===== config.mk =====
export PLATFORM = sky130hd
export DESIGN_NAME = credit_tx_fifo
export DESIGN_NICKNAME = d
export VERILOG_FILES = /design/src/rtl/credit_tx_fifo.sv
export SDC_FILE = /design/constraint.sdc
export NUM_CORES = 1
export LEC_CHECK = 0
export CAP_MARGIN = 0
export CORE_MARGIN = 4
export CORE_UTILIZATION = 40
export DETAILED_ROUTE_END_ITERATION = 10
export GPL_ROUTABILITY_DRIVEN = 0
export SLEW_MARGIN = 25
export SYNTH_ARGS = -nofsm -noshare
export SYNTH_HDL_FRONTEND = slang
export SYNTH_SLANG_ARGS = --single-unit

===== constraint.sdc =====
create_clock -name clk -period 2.9 [get_ports clk]
set_clock_uncertainty 0.05 [all_clocks]
set_input_delay 0.435 -clock clk [delete_from_list [all_inputs] [get_ports clk]]
set_output_delay 0.435 -clock clk [all_outputs]
set_load 0.02 [all_outputs]

===== src/rtl/credit_tx_fifo.sv =====
// credit_tx_fifo: local FIFO issuing entries downstream, gated by a one-hot credit count
module credit_tx_fifo #(
  parameter int DATA_WIDTH = 32,
  parameter int CREDITS = 4,
  parameter int TX_DEPTH = 2
) (
  input  logic clk,
  input  logic rst,
  input  logic in_valid,
  input  logic [DATA_WIDTH-1:0] in_data,
  output logic in_ready,
  output logic tx_valid,
  output logic [DATA_WIDTH-1:0] tx_data,
  input  logic credit_return,
  output logic [$clog2(CREDITS+1)-1:0] credit_count,
  output logic no_credits,
  output logic idle
);
  localparam int CW = $clog2(CREDITS + 1);
  localparam int PW = TX_DEPTH > 1 ? $clog2(TX_DEPTH) : 1;
  logic [DATA_WIDTH-1:0] mem [TX_DEPTH];
  logic [PW-1:0] rd_ptr, wr_ptr;
  logic [TX_DEPTH:0] occ;
  logic [CREDITS:0] cred;
  logic empty, push, issue;
  assign empty = occ[0];
  assign in_ready = ~occ[TX_DEPTH];
  assign no_credits = cred[0];
  assign push = in_valid & in_ready;
  assign issue = ~empty & ~no_credits;
  assign idle = empty & cred[CREDITS] & ~tx_valid;
  always_comb begin
    credit_count = '0;
    for (int k = 0; k <= CREDITS; k++)
      credit_count = cred[k] ? (credit_count | CW'(k)) : credit_count;
  end
  always_ff @(posedge clk) if (push) mem[wr_ptr] <= in_data;
  always_ff @(posedge clk) begin
    if (rst) begin
      rd_ptr <= '0;
      wr_ptr <= '0;
      occ <= (TX_DEPTH+1)'(1);
      cred <= (CREDITS+1)'(1) << CREDITS;
      tx_valid <= 1'b0;
      tx_data <= '0;
    end else begin
      tx_valid <= issue;
      if (issue) tx_data <= mem[rd_ptr];
      if (issue) rd_ptr <= rd_ptr == PW'(TX_DEPTH - 1) ? '0 : rd_ptr + 1'b1;
      if (push) wr_ptr <= wr_ptr == PW'(TX_DEPTH - 1) ? '0 : wr_ptr + 1'b1;
      if (push & ~issue) occ <= occ << 1;
      else if (issue & ~push) occ <= occ >> 1;
      if (issue & ~credit_return) cred <= cred >> 1;
      else if (credit_return & ~issue & ~cred[CREDITS]) cred <= cred << 1;
      assert (!(credit_return && cred[CREDITS])) else $error("credit overflow");
      assert (!(issue && no_credits)) else $error("issue without credit");
    end
  end
endmodule


Word-level counts from Yosys, hierarchy flattened
Memories as Yosys holds them, arrays and structs flattened. A register that Yosys moved wholly into a read port is not among the register bits.
Index checks and enable logic that the tools add are counted.
{"block": "word_totals", "n_memories": 1, "ramBits": 64, "elab_cells": 39, "out_inout_bits": 39, "ff_bits": 11, "input_bits": 36}
{"block": "classes", "n_addsub": 2, "mux": 12, "bitwise_logic": 17, "reduce_logical": 2}
{"name": "mem", "words": 2, "word_bits": 32, "read_ports": 1, "rd_clocked_by_memory_dff": 1, "write_ports": 1, "line": "21", "source": "logic [DATA_WIDTH-1:0] mem [TX_DEPTH];"}
{"op": "two-way mux 5 bit", "count": 2}
{"op": "AND 1 bit", "count": 9}
{"op": "two-way mux 3 bit", "count": 3}
{"op": "inverter 1 bit", "count": 8}
{"op": "two-way mux 1 bit", "count": 5}
{"op": "two-way mux 2 bit", "count": 2}
{"op": "nonzero test 2 bit", "count": 2}
{"op": "adder 1 bit (second input constant)", "count": 2}

Depth between registers and ports, before layout
{"block": "depth", "ltp_word": 7, "depth_mapped": 5, "mapped_depth_nobuf": 3}

Worst setup path before layout
Ideal clock, no wire load.
{"block": "synth_path", "path_type": "input -> register", "start": "in in_valid", "end": "mem mem[0][0] (enable)", "n_path_buf": 0, "setup_time_ns": 0.425, "stages": 2, "slack_ns": 0.251, "required_time_ns": 2.425, "arrival_ns": 2.174, "cell_sequence": "nor2b_1 > nor2b_1"}
{"block": "synth_between", "elab_chain_len": 3}
{"item": "start: declaration", "line": "9", "source": "input logic in_valid,"}
{"item": "AND 1 bit", "line": "29", "source": "assign push = in_valid & in_ready;"}
{"item": "two-way mux 1 bit", "line": "37", "source": "always_ff @(posedge clk) if (push) mem[wr_ptr] <= in_data;"}
{"item": "two-way mux 1 bit (implied by the code)", "line": "37"}
{"item": "end: declaration", "line": "21"}
No other way between the ends.

Worst setup path after layout
{"block": "layout_path", "start": "reg occ[0]", "end": "out idle"}
{"block": "layout_between", "elab_chain_len": 2}
{"item": "start: declaration", "line": "23", "source": "logic [TX_DEPTH:0] occ;"}
{"item": "start signal: assignment", "line": "42", "source": "occ <= (TX_DEPTH+1)'(1);"}
{"item": "start signal: assignment", "line": "51", "source": "if (push & ~issue) occ <= occ << 1;"}
{"item": "start signal: assignment", "line": "52", "source": "else if (issue & ~push) occ <= occ >> 1;"}
{"item": "AND 1 bit (2 in a row)", "line": "31", "source": "assign idle = empty & cred[CREDITS] & ~tx_valid;"}
{"item": "end: declaration", "line": "17", "source": "output logic idle"}
No other way between the ends.

==> results.yml <==
logic_synthesis:
  synth_seq_area_share_pct: 72.89
  ys_ff_latch: 107
  synth_area_leaders: "edfxtp_1 (50%), dfxtp_1 (23%), mux2i_1 (8.4%)"
  synth_cell_types: 34
  synth.top_cells.by_count: "edfxtp_1 (64), dfxtp_1 (43), mux2i_1 (32), o2bb2ai_1 (32)"
  syn_nets: 275
  syn-instance-count: 239
  syn-mean-instance-area_um2: 15.97
  synth_top_cell_by_area: "edfxtp_1"
  synth_top_area_share_pct: 50.34
  async_flop_share_pct: 0
  yosys_most_used_dff: "edfxtp_1"
  yosysWarnings: 0
  synth_edf_count: 64
  synth_most_common_cell: "edfxtp_1"
  syn-cell-area_um2: 3817
global_routing:
  antenna_found_initial: 0
  grt_pass1_wl_mm: 11.24
  grt_pass1_vias: 2253
  use_met1_pct: 17.22
  use_met2_pct: 19.99
  grt_max_degree: 34
  grt.met3_usage_pct: 3.919
  grt_usage_pct: 12.89
  gr-total-overflow: 0
  grt_busiest_layer: "met2"
floorplan:
  die_h_um: 105.7
  initial_core_util_pct: 41.12
  dieArea_um2: 11170
  core_area_um2: 9284
  num_rows: 35
  pin_count: 75
  die_x_um: 105.7
cts:
  ctsHoldBuffers: 0
  cts_resized: 0
  clk_pin_slew_ns: 0.10
  insertion_delay_ns: 0.36
  cts_max_path_buffers: 2
  root_buffer: "clkbuf_8"
  cts_tree: "built"
  htree_levels: 3
  postCtsSetupBuffers: 0
  cts_buffers: 9
  clock_sinks: 107
timing:
  relSlewSlack_pct: 67.17
  hold_violations: 0
  finalSetupViolCount: 0
  rsz0062_at_grt: "no"
  fin_tns_setup_ns: 0
  fin_crit_ns: 2.270
  drv_slew: 0
  min_period_over_period_pct: 78.26
  fmax_mhz: 440.6
  worstMarginPinSlew_ns: 0.4924
pwr:
  p_per_area_nw_per_um2: 631.7
  vdd_ir_drop_max_mv: 0.2707
  p_leak_uw: 0.001641
  p_total_uw: 3060
setup_path:
  path_max_fanout: 13
  crit_path_end_kind: "output port"
  slowest_delay_ns: 0.61
  path_buf_inv: 1
  crit_required_ns: 2.41
  setup.worst_path.start_class: "flop"
  crit_chain: "nand2_1 -> nor2_1 -> clkdlybuf4s50_1"
  crit_type: "flop to output port"
  crit_family: "flip-flops"
  crit_slowest_cell: "dfxtp_1"
  critical_path_arrival_ns: 1.78
route:
  drc: 0
  drt-vias-per-instance: 4.898
  drt_iter0_markers: 70
  drt_first_pass_iters: 4
  via_count: 2199
  detail-route-antenna-nets: 0
  wl_per_cell_um: 15.49
  totalWireLength_mm: 6.957
placed_design:
  place_area_um2: 4667
  dp_hpwl_mm: 4.501
  dp_cells: 433
  port_buffers: 74
layout:
  drive_gt1_share_pct: 9.375
  layout.cells.non_filler: 449
  syn_to_final_growth_pct: 26.91
  fill_cells: 832
  final_net_count: 351
  finalInstanceArea_um2: 4845
  diodes: 0
run_status:
  status: "finished clean"
run:
  drv_cap: 0
worst_hold_path:
  min_path_type: "flop to flop"
-- flip-flops by register name (all words and copies together), names as in the netlist --
signal / cells
tx_data: 32
tx_valid: 1
rd_ptr: 1
mem: 64
wr_ptr: 1
cred: 5
occ: 3
-- area by class of cell --
type,instances,area [um^2],share of cell area [%]
tap,129,161.4,3.332
multi-input combinational,112,917.1,18.93
inverter,5,18.77,0.3874
sequential,107,2784,57.46
timing repair buffer,80,785.8,16.22
clock inverter,5,46.29,0.9556
clock buffer,11,131.4,2.712
-- cells in the final DEF, fill, tap and decap left out --
cell type / Yosys / routed
buf_4: 5 / 6
nand2_4: 1 / 1
nand3_1: 3 / 3
nor2b_4: 0 / 1
edfxtp_1: 64 / 64
or2_2: 2 / 2
a31oi_1: 2 / 2
o311a_1: 1 / 1
clkbuf_1: 0 / 2
o22ai_1: 1 / 1
o2bb2ai_1: 32 / 32
xnor2_1: 2 / 2
clkdlybuf4s50_1: 0 / 74
nor2_1: 6 / 6
nor3_1: 2 / 2
clkbuf_8: 0 / 9
a21oi_1: 1 / 1
o21ai_0: 6 / 6
nand2b_1: 2 / 2
a22oi_1: 1 / 1
or2_4: 1 / 1
clkinv_4: 0 / 3
nor2_4: 1 / 2
inv_6: 0 / 1
dfxtp_1: 43 / 42
nor2b_1: 3 / 2
and3b_1: 1 / 1
dfxtp_2: 0 / 1
and2_2: 0 / 1
inv_1: 5 / 5
or3_1: 2 / 2
a2111oi_2: 1 / 1
a211oi_1: 1 / 1
nor4_1: 1 / 1
a21o_1: 1 / 1
o211a_1: 1 / 1
nand2_1: 3 / 3
inv_8: 0 / 1
mux2i_1: 32 / 32
-- through the flow --
step	utilization (%)	hold slack [ns]	setup WS (ns)
3_5_place_dp	50.27	0.3982	0.7542
6_report	52.18	0.4187	0.6304
5_1_grt	52.18	0.4393	0.5149
4_1_cts	52.18	0.4262	0.6082
3_3_place_gp	50.27	0.3960	0.7633
2_1_floorplan	-	0.4340	0.2509
-- cell families after synthesis --
group / share of synthesized area, %
and+or+nand+nor: 4.556
muxes: 8.391
AOI/OAI and AO/OA: 10.26
DFF: 72.89
xor gates and xnor gates: 0.4589
buffers and inverters: 3.442
-- power by group --
group          switching [uW]  internal, uW  leakage (uW)
sequential               64.4          1730      0.000952
combinational             216           214      0.000600
clock                     504           327     0.0000900
total                     784          2280       0.00164
-- per-layer routing --
metal / part of all wire (%) / up-vias
li1: - / 1063
met4: 1.5 / 0
met5: 0 / -
met2: 46 / 63
met3: 5.6 / 11
met1: 47 / 1062
-- path summary, 6_finish.rpt --
check / from / endpoint / slack, ns / depth (start not counted)
max reg2reg: occ[0]$_SDFFE_PP1P_ / tx_data[7]$_SDFFE_PP0P_ / 1.29 / 4
min reg2reg: tx_data[20]$_SDFFE_PP0P_ / tx_data[20]$_SDFFE_PP0P_ / 0.42 / 1
max: occ[0]$_SDFFE_PP1P_ / idle / 0.63 / 3
min: tx_data[20]$_SDFFE_PP0P_ / tx_data[20]$_SDFFE_PP0P_ / 0.42 / 1
Power figures use the tool's default switching activity.
